===== config.mk =====
export PLATFORM = sky130hd
export DESIGN_NAME = fetch_unit
export DESIGN_NICKNAME = d
export VERILOG_FILES = /design/src/rtl/fetch_unit.sv
export SDC_FILE = /design/constraint.sdc
export NUM_CORES = 1
export LEC_CHECK = 0
export CAP_MARGIN = 5
export CORE_UTILIZATION = 59
export CTS_BUF_LIST = sky130_fd_sc_hd__clkbuf_16
export CTS_CLUSTER_DIAMETER = 200
export DETAILED_ROUTE_END_ITERATION = 8
export PLACE_DENSITY_LB_ADDON = 0.2
export SLEW_MARGIN = 20
export SYNTH_ARGS = -nofsm -noshare
export SYNTH_HDL_FRONTEND = slang
export SYNTH_SLANG_ARGS = --single-unit

===== constraint.sdc =====
create_clock -name CLK -period 7.9 [get_ports CLK]
set_clock_uncertainty 0.15 [all_clocks]
set_input_delay 0.79 -clock CLK [delete_from_list [all_inputs] [get_ports CLK]]
set_output_delay 0.79 -clock CLK [all_outputs]
set_load 0.03 [all_outputs]

===== src/rtl/fetch_unit.sv =====
// Instruction fetch stage: PC, credit-limited in-order fetch requests, response FIFO toward decode.
// A redirect flushes the FIFO and marks every in-flight response for discard.
module fetch_unit #(
    parameter logic [31:0] RESET_PC = 32'h0000_0000,
    parameter int unsigned DEPTH    = 4
) (
    input  logic        CLK,
    input  logic        RST,
    output logic        IMEM_REQ_VALID,
    input  logic        IMEM_REQ_READY,
    output logic [31:0] IMEM_ADDR,
    input  logic        IMEM_RESP_VALID,
    input  logic [31:0] IMEM_RESP_DATA,
    input  logic        REDIRECT_VALID,
    input  logic [31:0] REDIRECT_PC,
    output logic        INSTR_VALID,
    input  logic        INSTR_READY,
    output logic [31:0] INSTRUCTION,
    output logic [31:0] INSTR_PC
);

    localparam int unsigned AW = $clog2(DEPTH);
    localparam int unsigned CW = AW + 1;

    logic [31:0]   r_pc;
    logic [CW-1:0] r_count;
    logic [CW-1:0] r_outstanding;
    logic [CW-1:0] r_drop;
    logic [AW-1:0] r_wptr;
    logic [AW-1:0] r_rptr;
    logic [AW-1:0] r_iw;
    logic [AW-1:0] r_ir;

    logic [31:0] r_data [DEPTH];
    logic [31:0] r_fpc  [DEPTH];
    logic [31:0] r_ipc  [DEPTH];

    logic          w_acc;
    logic          w_push;
    logic          w_pop;
    logic [CW-1:0] w_live;
    logic [CW-1:0] w_credit;
    logic [CW-1:0] w_out_nxt;
    logic          w_unused_redir;

    // Credits cover both buffered words and live in-flight fetches, so a response always fits.
    assign w_live         = r_outstanding - r_drop;
    assign w_credit       = r_count + w_live;
    assign IMEM_REQ_VALID = !RST && !REDIRECT_VALID && (w_credit < CW'(DEPTH));
    assign IMEM_ADDR      = r_pc;

    assign w_acc     = IMEM_REQ_VALID && IMEM_REQ_READY;
    assign w_push    = IMEM_RESP_VALID && (r_drop == '0) && !REDIRECT_VALID;
    assign w_pop     = INSTR_VALID && INSTR_READY && !REDIRECT_VALID;
    assign w_out_nxt = r_outstanding + CW'(w_acc) - CW'(IMEM_RESP_VALID);

    assign INSTR_VALID    = (r_count != '0);
    assign INSTRUCTION    = INSTR_VALID ? r_data[r_rptr] : '0;
    assign INSTR_PC       = INSTR_VALID ? r_fpc[r_rptr] : '0;
    assign w_unused_redir = ^REDIRECT_PC[1:0];

    always_ff @(posedge CLK or posedge RST) begin
        if (RST) begin
            r_pc          <= RESET_PC;
            r_count       <= '0;
            r_outstanding <= '0;
            r_drop        <= '0;
            r_wptr        <= '0;
            r_rptr        <= '0;
            r_iw          <= '0;
            r_ir          <= '0;
        end else begin
            r_outstanding <= w_out_nxt;
            if (w_acc) begin
                r_iw <= r_iw + AW'(1);
            end
            if (IMEM_RESP_VALID) begin
                r_ir <= r_ir + AW'(1);
            end
            if (REDIRECT_VALID) begin
                // Everything still in flight after this cycle belongs to the old path.
                r_pc    <= {REDIRECT_PC[31:2], 2'b00};
                r_count <= '0;
                r_wptr  <= '0;
                r_rptr  <= '0;
                r_drop  <= w_out_nxt;
            end else begin
                if (w_acc) begin
                    r_pc <= r_pc + 32'd4;
                end
                if (w_push) begin
                    r_wptr <= r_wptr + AW'(1);
                end
                if (w_pop) begin
                    r_rptr <= r_rptr + AW'(1);
                end
                r_count <= r_count + CW'(w_push) - CW'(w_pop);
                if (IMEM_RESP_VALID && (r_drop != '0)) begin
                    r_drop <= r_drop - CW'(1);
                end
            end
        end
    end

    always_ff @(posedge CLK) begin
        if (w_acc) begin
            r_ipc[r_iw] <= r_pc;
        end
        if (w_push) begin
            r_data[r_wptr] <= IMEM_RESP_DATA;
            r_fpc[r_wptr]  <= r_ipc[r_ir];
        end
    end

endmodule


### Yosys cells after proc, flatten, opt, wreduce, memory -nomap -nowiden

Memories as Yosys holds them, arrays and structs flattened.
Cells that the tools add are included.

* logic and storage cells: 56
* memories kept: 3
* output and inout bits: 98
* RAM bits: 384
* bits in registers: 49

* add/sub/neg operators: 12
* reductions and logical operators: 17
* multiplexer cells: 15
* order comparisons: 1

Memory list
* r_data: depth 4, bits a word 32, rd ports 1, clocked after memory_dff 0, wr ports 1, line 34 `logic [31:0] r_data [DEPTH];`
* r_fpc: depth 4, bits a word 32, rd ports 1, clocked after memory_dff 0, wr ports 1, line 35 `logic [31:0] r_fpc [DEPTH];`
* r_ipc: depth 4, bits a word 32, rd ports 1, clocked after memory_dff 0, wr ports 1, line 36 `logic [31:0] r_ipc [DEPTH];`

Operator list (count)
* 2-to-1 mux 32 bit: 4
* adder 32 x 3 -> 32 bit, second input constant: 1
* 2-to-1 mux 3 bit: 3
* adder 2 x 1 -> 2 bit, second input constant: 4
* logical AND 1 bit: 8
* 2-to-1 mux 2 bit: 4
* nonzero test 2 bit: 4
* adder 3 x 1 -> 3 bit: 2
* nonzero test 3 bit: 2
* subtractor 3 x 1 -> 3 bit: 2
* 2-to-1 mux 1 bit: 4
* adder 3 bit: 1
* zero test 3 bit: 1
* < comparator 3 bit, second input constant: 1
* subtractor 3 x 1 -> 3 bit, second input constant: 1
* subtractor 3 bit: 1
* zero test 1 bit: 2

### Logic depth before layout (Yosys ltp)

Gate-level depths: netlist (run 1).

* depth after elaboration: 8
* mapped depth: 18

### Least setup slack after synthesis (run 1)

No wires, ideal clock.

* path kind: register to register
* from: reg r_count[1]
* to: reg r_drop[2]
* path buffers: 1
* setup slack: 4207 ps
* period minus slack after synthesis: 3693 ps
* setup time: 135 ps
* data required time: 7615 ps
* arrival: 3408 ps
* cell stages (with the launch flop): 19
* path through: dfrtp_1 inv_1 fa_1 inv_1 ha_1 and3b_1 o21ba_2 mux2i_1 clkbuf_1 nor2_1 inv_1 ha_1 inv_1 ha_1 inv_1 fa_1 xnor2_1 nand2_1 o21ai_0

* longest elaborated chain between the ends: 7

RTL lines
* from (decl): line 26 `logic [CW-1:0] r_count;`
* from (signal assigned): line 97 `r_count <= r_count + CW'(w_push) - CW'(w_pop);`
* adder 3 bit: line 48 `assign w_credit = r_count + w_live;`
* < comparator 3 bit: line 49 `assign IMEM_REQ_VALID = !RST && !REDIRECT_VALID && (w_credit < CW'(DEPTH));`
* logical AND 1 bit: line 49
* logical AND 1 bit: line 52 `assign w_acc = IMEM_REQ_VALID && IMEM_REQ_READY;`
* adder 3 x 1 -> 3 bit: line 55 `assign w_out_nxt = r_outstanding + CW'(w_acc) - CW'(IMEM_RESP_VALID);`
* subtractor 3 x 1 -> 3 bit: line 55
* via w_out_nxt[2]: line 43 `logic [CW-1:0] w_out_nxt;`
* 2-to-1 mux 3 bit: line 80 `if (REDIRECT_VALID) begin`
* to (signal assigned): line 86 `r_drop <= w_out_nxt;`
* to (signal assigned): line 99 `r_drop <= r_drop - CW'(1);`
* to (decl): line 28 `logic [CW-1:0] r_drop;`

The timed path passes the listed nets, and every way through them passes these cells.
A chain may end at the register's enable or synchronous reset.

### Worst setup path after layout (run 1)

* from: reg r_rptr[0]
* to: out INSTR_PC[13]

* longest elaborated chain between the ends: 2

RTL lines
* from (decl): line 30 `logic [AW-1:0] r_rptr;`
* from (signal assigned): line 95 `r_rptr <= r_rptr + AW'(1);`
* memory (4 x 32 bit)
* 2-to-1 mux 32 bit: line 59 `assign INSTR_PC = INSTR_VALID ? r_fpc[r_rptr] : '0;`
* to (decl): line 19 `output logic [31:0] INSTR_PC`

No other way between the ends.

==> impl_results.md, run 1 <==
* H-Tree Depth at 2
* Reg2Reg Launch Point: r_count[1]
* FF+latch area at 0.0122 sq mm
* Total GRT Usage at 22.3%
* Largest net degree at the start of global routing at 63
* Yosys reg bits at 415
* HP Start: r_outstanding[0]
* Setup_tns at 0 ps
* Synth area leader: edfxtp_1
* CTS buffer count at 42
* DRC violations left at 0
* Arr. time, crit path at 3500 ps
* HPWL after DPL at 18200 microns
* Clock Path Buffers at 3
* Post-CTS Resized at 0
* Slew margin rel. at 34.1%
* RSZ-0062 raised after global routing: false
* Max-Cap Viols at 0
* Top cell type's share of synthesized area at 66.6%
* Number of global-route vias before repair at 8561
* Power share of the clock group at 28.0%
* IO Count at 168
* Hold_buf cts at 0
* Setup slack after placement at 3280 ps
* First-pass GRT wire length at 48000 microns
* Synth area leaders: edfxtp_1, mux4_2, dfrtp_1, and2_1, ha_1
* Leakage at 0.00655 uW
* Worst Max-Slew Pin Slew at 988 ps
* Power share of the combinational group at 29.8%
* CTS root buffer: clkbuf_16
* P_sw at 2070 uW
* Row cnt at 61
* Hold WS at 393 ps
* Setup bufs post-CTS at 0
* Reg-to-reg slack, setup at 3610 ps
* Full die area at 0.0288 sq mm
* Sw frac at 30.5%
* Min-Delay Path Class: reg -> reg
* Layout cells sized above 1 at 17.9%
* Skew-Pair Late Insertion Delay at 530 ps
* Drt first pass iters at 5
* Synth cell count leaders: edfxtp_1, mux4_2, and2_1, dfrtp_1, nor2_1
* Crit. End Element: output pin
* Final setup viols at 0
* Clock slew at reported path FFs at 60 ps
* Routed WL at 31300 microns
* Clock tree sinks at 415
* Initial antenna violation count at 0
* PnR worst setup slack at 3460 ps
* Most frequent cell after synthesis: edfxtp_1
* Post-synth EDFFs at 368
* CP Launch Point: r_rptr[0]
* CTS tree: yes
* Register area share after synthesis at 73.7%
* Footprint of the multi-input gates at 0.00413 sq mm
* Synthesized area at 0.0166 sq mm
* Starting Density at 59.9%
* Critical path class: reg -> out
* Chip Height at 170 microns
* Grt ovf at 0
* Syn-to-layout area delta at 20.3%
* Vias at 8585
* Synth cell types at 47
* Crit path time final at 4440 ps
* Die X-Extent at 170 microns
* Avg Synthesized Cell Area at 18.8 sq um
* Diode count at 0
* Ys async rst share at 11.3%
* Synth Instances at 881
* Power Internal at 4700 uW
* Critical path required time at 6960 ps
* End of the critical path: INSTR_PC[13]
* Power, Total at 6770 uW
* Reg2reg end: r_drop[2]
* Peak VDD IR at 256 uV
* Run status: finished, final reports clean
* Critical-path maximum fanout at 49
* Final ANT Viol Nets at 0
* Total of warnings raised by yosys at 0
* Crit start category: register
* F_max at 225 MHz
* Initial drt markers at 655
* Nets at 1144
* Power Dens Cells at 339 mW/mm^2
* GP Congestion at 0.820
* Worst R2R Path Depth at 18
* Wire per inst at 21.4 microns
* Top FF cell, synth: edfxtp_1
* # fillers at 1686
* CORE AREA at 0.0277 sq mm
* Max-slew violations at 0
* Final hold violation count at 0
* Period utilization at 56.2%
* Vias per Instance at 5.86
* Port bufs at 161
* Sequential share of power at 42.2%
## placed cells by master (no fill, tap or decap), types with 3 or more instances in the layout
master and count:
a31oi_1 17, ha_1 17, and2_2 4, and2_1 62, xor2_1 5, clkbuf_16 42
clkinv_1 7, o21ai_0 13, mux4_2 92, fa_1 3, clkdlybuf4s50_1 161, conb_1 4
or4_1 9, o31ai_1 8, nand3_1 19, inv_1 30, dfrtp_1 43, clkinv_2 9
and3_2 4, a21oi_1 3, nor2_1 36, o311ai_0 7, or3_1 8, bufinv_16 4
nand4_1 6, buf_4 11, nand2_1 31, edfxtp_1 368, mux2i_1 3, dfrtp_2 3
o211ai_1 8, or2_2 3, xnor2_1 11, nor3_1 3
## per-layer routing
layer  routed length (microns)  global-route usage [%]
met3                      1760                    3.36
met4                       508                    5.52
met1                     13700                    31.8
met5                         0                       0
met2                     15400                    36.6
## layout make-up
type / count / area share, %
clock buffer: 42 / 5.26
clock inverter: 34 / 1.41
inverter: 22 / 0.413
multi-input combinational: 400 / 20.7
sequential: 415 / 61.3
tap: 378 / 2.37
timing repair buffer: 173 / 8.62
## power by group through the flow
stage               logic [uW]  clock network (uW)  registers (uW)
detailed placement        2020                   0            2900
finish                    2020                1900            2850
global placement          1980                   0            2890
global route              2170                2010            2880
CTS                       2030                1930            2860
floorplan                 1390                   0            2820
## registers in the layout, summed over array words and instances, names as in the netlist
name / flops
r_data: 128
r_fpc: 120
r_ipc: 120
IMEM_ADDR: 30
r_count: 3
r_drop: 3
r_outstanding: 3
r_ir: 2
r_iw: 2
r_rptr: 2
r_wptr: 2
## per-stage QoR
stage | utilization (%) | area, sq um | instances
floorplan | - | 16600 | 884
global placement | 67.2 | 18600 | 1387
detailed placement | 67.2 | 18600 | 1387
CTS | 72.0 | 19900 | 1463
global route | 72.1 | 20000 | 1464
finish | 72.1 | 20000 | 1464
## how the worst min path moves through the flow
stage | to | slack (ps) | cells after the start
after CTS | r_outstanding[0] | 400 | 1
after global routing | r_outstanding[0] | 430 | 1
after floorplan | r_outstanding[0] | 350 | 1
after detailed placement | r_outstanding[0] | 390 | 1
final | r_outstanding[0] | 390 | 1
after global placement | r_outstanding[0] | 370 | 1
## worst max-delay path: stages (launching register included)
cell and delay [ps]:
dfrtp_4 670, buf_4 810, mux4_2 610, and2_1 170, clkdlybuf4s50_1 630
## cell families (layout without fill, tap and decap cells)
family / count (synthesis) / count (layout) / share of synthesized area [%]
adders and majority gates: 20 / 20 / 1.64
other: 1 / 4 / 0.0226
AOI/OAI and AO/OA: 59 / 59 / 2.39
DFF: 415 / 415 / 73.7
muxes: 98 / 98 / 12.9
xor gates and xnor gates: 17 / 17 / 0.942
buffers and inverters: 69 / 271 / 1.70
and+or+nand+nor: 202 / 202 / 6.78
No activity file was read; power rests on OpenSTA's default activity.
==> inputs of run 2 (changes only) <==
- CORE_UTILIZATION: 59 -> 51
- clock period: 7.9 -> 3.65 ns (I/O delays scaled with it)
==> impl_results.md, run 2 (synthesis gave the netlist of run 1 again) <==
* Power share of the clock group at 27.8% (-0.2 points)
* Crit start category: register
* Period utilization at 94.7%
* Peak VDD IR at 407 uV (+59%)
* First-pass GRT wire length at 50400 microns (+5.0%)
* Layout cells sized above 1 at 18.9% (+1.1 points)
* Max reg flops at 128 (unchanged)
* IO Count at 168 (unchanged)
* Worst Max-Slew Pin Slew at 873 ps (-115 ps)
* Max-slew violations at 0 (unchanged)
* Initial drt markers at 539 (-18%)
* Critical path class: reg -> out
* Power share of the combinational group at 30.2% (+0.4 points)
* Max-Cap Viols at 0 (unchanged)
* Clock tree sinks at 415 (unchanged)
* Run status: finished, final reports clean
* Reg2Reg Launch Point: r_count[1]
* Largest registers: r_data x128, r_fpc x120, r_ipc x120
* Wire per inst at 20.7 microns (-3.1%)
* Crit. End Element: output pin
* Nets at 1168 (+2.1%)
* CTS buffer count at 42 (unchanged)
* Routed WL at 32000 microns (+2.3%)
* Drt first pass iters at 5 (unchanged)
* Setup bufs post-CTS at 0 (unchanged)
* CTS tree: yes
* Grt ovf at 0 (unchanged)
* Sw frac at 30.4% (-0.17 points)
* P_sw at 4470 uW (+120%)
* Setup slack after placement at 74.3 ps (-3210 ps)
* Starting Density at 52.2% (-7.7 points)
* Diode count at 0 (unchanged)
* Worst path max stage delay at 800 ps (about the same)
* Total GRT Usage at 20.0% (-2.3 points)
* Syn-to-layout area delta at 22.3%
* Row cnt at 65 (+6.6%)
* GP Congestion at 0.814 (-0.80%)
* Power Dens Cells at 726 mW/mm^2 (+110%)
* Reg2reg end: r_drop[2]
* Critical-path maximum fanout at 26 (-47%)
* Arr. time, crit path at 2940 ps (-560 ps)
* DRC violations left at 0 (unchanged)
* Skew-Pair Late Insertion Delay at 520 ps (about the same)
* CTS root buffer: clkbuf_16
* Final ANT Viol Nets at 0 (unchanged)
* Reg-to-reg slack, setup at 220 ps (-3390 ps)
* # fillers at 2233 (+32%)
* Vias at 8595 (+0.12%)
* Slew margin rel. at 41.8% (+7.6 points)
* Hold WS at 166 ps (-226 ps)
* Leakage at 0.00669 uW (+2.2%)
* Largest Register: r_data
* Min-Delay Path Class: in -> async
* Vias per Instance at 5.56 (-5.1%)
* Die X-Extent at 182 microns (+7.5%)
* Most frequent cells in the layout: edfxtp_1, clkdlybuf4s50_1, mux4_2
* Worst path slowest cell: dfrtp_4
* Post-place instance area at 0.0190 sq mm (+1.9%)
* Final hold violation count at 0 (unchanged)
* Setup_tns at 0 ps (unchanged)
* CORE AREA at 0.0318 sq mm (+15%)
* Commonest non-fill, non-tap cell in the layout: edfxtp_1
* Largest net degree at the start of global routing at 65 (+3.2%)
* Power Internal at 10300 uW (+120%)
* Number of global-route vias before repair at 8898 (+3.9%)
* Delay-heaviest family, CP: buffers and inverters
* Post-route cell area at 0.0203 sq mm (+1.6%)
* Port bufs at 161 (unchanged)
* Clock slew at reported path FFs at 60 ps (about the same)
* Final setup viols at 0 (unchanged)
* H-Tree Depth at 2 (unchanged)
* Crit path time final at 3460 ps
* CP cell instances: buf_4 > mux4_2 > and2_1 > clkdlybuf4s50_1
* Sequential share of power at 42.0% (-0.2 points)
* Full die area at 0.0333 sq mm (+16%)
* Count of buffer and inverter cells on the critical path at 2 (unchanged)
* Chip Height at 182 microns (+7.5%)
* HPWL after DPL at 19800 microns (+8.7%)
* Critical path required time at 3130 ps (-3830 ps)
* Initial antenna violation count at 0 (unchanged)
* Worst R2R Path Depth at 17 (-1)
* Clock Path Buffers at 3 (unchanged)
* F_max at 289 MHz
* PnR worst setup slack at 193 ps (-3270 ps)
==> run 2: cell count changes in the layout (fill, tap and decap cells not counted), moves of 4 or more <==
cell / delta
clkinv_1: +6
and3_2: -4
and3_1: +4
clkinv_2: -4
buf_4: +17
buf_12: +8
==> run 2: repair_timing <==
item | 4_1_cts | 5_1_grt
gates resized for setup | 0 | 3
endpoints found under the setup margin | 0 | 4
endpoints found under the hold margin | 0 | 0
hold buffers | 0 | 0
==> run 2: through the flow <==
stage	power, uW	util, %	cells
detailed placement	10800	59.6	1469
global placement	10700	59.6	1469
finish	14700	63.8	1545
floorplan	9120	-	884
CTS	14900	63.8	1545
global route	15400	63.8	1545
==> run 2: final cells by class <==
| cell class | instances | area, sq um | area share, % |
|---|---|---|---|
| Sequential cell | 415 | 12200 | 60.3 |
| Clock buffer | 43 | 1080 | 5.30 |
| Inverter | 22 | 82.6 | 0.407 |
| Timing Repair Buffer | 197 | 1980 | 9.77 |
| Multi-Input combinational cell | 400 | 4130 | 20.4 |
| Tap cell | 435 | 544 | 2.68 |
| Clock inverter | 33 | 248 | 1.22 |
==> run 2: worst max path at each step <==
stage                           endpoint  depth (start not counted)       start
after CTS                 IMEM_REQ_VALID                          9  r_count[1]
final                       INSTR_PC[27]                          4   r_rptr[0]
after global placement         r_drop[2]                         17  r_count[1]
after floorplan                r_drop[2]                         18  r_count[1]
after global routing           r_drop[2]                         17  r_count[1]
after detailed placement       r_drop[2]                         17  r_count[1]
==> run 2: layer usage <==
metal  wire length [microns]  vias to the layer above  track usage (%)
met1                   13900                     4390             27.3
met2                   15900                      249             33.6
met4                     671                        0             5.61
met3                    1560                       52             3.19
li1                        -                     3904                -
met5                       0                        -                0
==> run 2: power by group through the flow <==
stage | Clock, uW | Combinational [uW] | Sequential [uW]
global route | 4370 | 4820 | 6240
detailed placement | 0 | 4510 | 6300
CTS | 4190 | 4530 | 6200
floorplan | 0 | 3010 | 6110
finish | 4090 | 4460 | 6190
global placement | 0 | 4460 | 6280
==> inputs of run 3 (changes only) <==
- CTS_CLUSTER_SIZE: default -> 8
==> impl_results.md, run 3 (synthesis gave the netlist of run 1 again) <==
* Vias per Instance at 5.61 (+0.88%)
* Leakage at 0.00686 uW (+2.5%)
* Arr. time, crit path at 3750 ps (+810 ps)
* Final setup viols at 0 (unchanged)
* CTS root buffer: clkbuf_16
* Reg2reg end: r_drop[2]
* Final ANT Viol Nets at 0 (unchanged)
* Chip Height at 182 microns (unchanged)
* Power Dens Cells at 742 mW/mm^2 (+2.1%)
* Run status: finished, final reports clean
* Most frequent CP cell: inv_1
* CORE AREA at 0.0318 sq mm (unchanged)
* Crit. End Element: register
* GP Congestion at 0.814 (unchanged)
* Skew-Pair Late Insertion Delay at 560 ps (+40 ps)
* Wire per inst at 21.0 microns (+1.2%)
* H-Tree Depth at 2 (unchanged)
* Number of global-route vias before repair at 9058 (+1.8%)
* Clock slew at reported path FFs at 50 ps (about the same)
* Worst R2R Path Depth at 17 (unchanged)
* CP Launch Point: r_count[1]
* Final hold violation count at 0 (unchanged)
* Initial drt markers at 485 (-10%)
* Initial antenna violation count at 0 (unchanged)
* Diode count at 0 (unchanged)
* CTS tree: yes
* F_max at 291 MHz (+0.70%)
* Slew margin rel. at 42.4% (+0.64 points)
* Vias at 8710 (+1.3%)
* Largest net degree at the start of global routing at 65 (unchanged)
* Row cnt at 65 (unchanged)
* Critical-path maximum fanout at 3 (-88%)
* Nets at 1184 (+1.4%)
* Max-Cap Viols at 0 (unchanged)
* Critical path class: reg -> reg
* DRC violations left at 0 (unchanged)
* Crit start category: register
* Full die area at 0.0333 sq mm (unchanged)
* Starting Density at 52.2% (unchanged)
* Reg2Reg Launch Point: r_count[1]
* Peak VDD IR at 427 uV (+4.8%)
* RSZ-0062 raised after global routing: false
* Drt first pass iters at 4 (-1)
* Critical path required time at 3970 ps (+840 ps)
* Max-slew violations at 0 (unchanged)
* Most frequent cells in the layout: edfxtp_1, clkdlybuf4s50_1, mux4_2
* Worst path max stage delay at 540 ps (-260 ps)
* Max reg flops at 128 (unchanged)
* Crit path time final at 3430 ps (-24.1 ps)
* Largest Register: r_data
* First-pass GRT wire length at 51200 microns (+1.6%)
* Worst path slowest cell: fa_1
* Worst Max-Slew Pin Slew at 864 ps (-9.63 ps)
* Layout cells sized above 1 at 19.2% (+0.33 points)
* Routed WL at 32500 microns (+1.6%)
* CTS buffer count at 57 (+36%)
* Period utilization at 94.0% (-0.66 points)
* Largest registers: r_data x128, r_fpc x120, r_ipc x120
* HPWL after DPL at 19800 microns (unchanged)
* Commonest non-fill, non-tap cell in the layout: edfxtp_1
* Hold WS at 153 ps (-13.8 ps)
* CP cell instances: inv_1 > fa_1 > inv_1 > ha_1 > and3b_1 > o21ba_2 > mux2i_4 > nor2_2 > inv_1 > ha_1 > inv_1 > ha_1 > inv_1 > fa_1 > xnor2_1 > nand2_1 > o21ai_0
* Syn-to-layout area delta at 23.8%
* Die X-Extent at 182 microns (unchanged)
* Clock tree sinks at 415 (unchanged)
* Reg-to-reg slack, setup at 220 ps (about the same)
* Port bufs at 161 (unchanged)
* IO Count at 168 (unchanged)
* Grt ovf at 0 (unchanged)
* Setup_tns at 0 ps (unchanged)
* Clock Path Buffers at 3 (unchanged)
* Min-Delay Path Class: in -> async
* Total GRT Usage at 20.3% (+0.32 points)
==> run 3: cell types whose count changed in the layout (fill, tap and decap cells not counted), moves of 2 or more <==
cell	before	now
clkinv_1	13	0
clkinvlp_4	2	0
clkbuf_16	43	58
bufinv_16	4	0
inv_1	29	44
clkinv_2	5	0
==> run 3: repair_timing <==
item,4_1_cts,5_1_grt
endpoints found under the setup margin,1,4
buffers inserted,0,1
hold buffers,0,0
gates resized for setup,1,2
pin swaps,0,2
==> run 3: routing by layer <==
layer | track usage, % | share of wire, %
met5 | 0 | 0
met1 | 27.6 | 43
met2 | 34.2 | 49
met4 | 5.65 | 1.9
met3 | 3.61 | 5.7
==> run 3: cell type report <==
cell class	count	area (sq um)
clock buffers	58	1450
flip-flops and latches	415	12200
repair buffers	198	2000
inverters	22	82.6
well taps	435	544
fillers	2220	11300
clock inverters	24	103
multi-input cells	400	4130
==> run 3: worst max-delay path: cells and delay by family (launching register included) <==
family / cells / cell delay, ps
AOI/OAI and AO/OA: 2 / 320
xor gates and xnor gates: 1 / 190
adders and majority gates: 5 / 1530
buffers and inverters: 5 / 320
DFF: 1 / 350
muxes: 1 / 150
and+or+nand+nor: 3 / 350
==> run 3: how the worst max path moves through the flow <==
| stage | to | depth (start not counted) |
|---|---|---|
| 6_report | r_drop[2] | 17 |
| 5_1_grt | r_drop[2] | 17 |
| 4_1_cts | r_drop[2] | 17 |
| 3_5_place_dp | r_drop[2] | 17 |
| 3_3_place_gp | r_drop[2] | 17 |
| 2_1_floorplan | r_drop[2] | 18 |
==> run 3: power breakdown <==
part | switching [uW] | internal (uW) | total (uW)
clock | 1760 | 2780 | 4550
combinational | 2450 | 2080 | 4520
sequential | 362 | 5810 | 6170
total | 4570 | 10700 | 15200
==> run 3: stage by stage <==
step                utilization [%]  cell area [sq um]  setup slack (ps)  total power (uW)  std cells
floorplan                         -              16600              32.5              9120        884
global placement               59.6              19000               126             10700       1469
detailed placement             59.6              19000              74.3             10800       1469
CTS                            64.5              20500              45.6             15400       1551
global route                   64.6              20500              6.79             16000       1552
finish                         64.6              20500               217             15200       1552
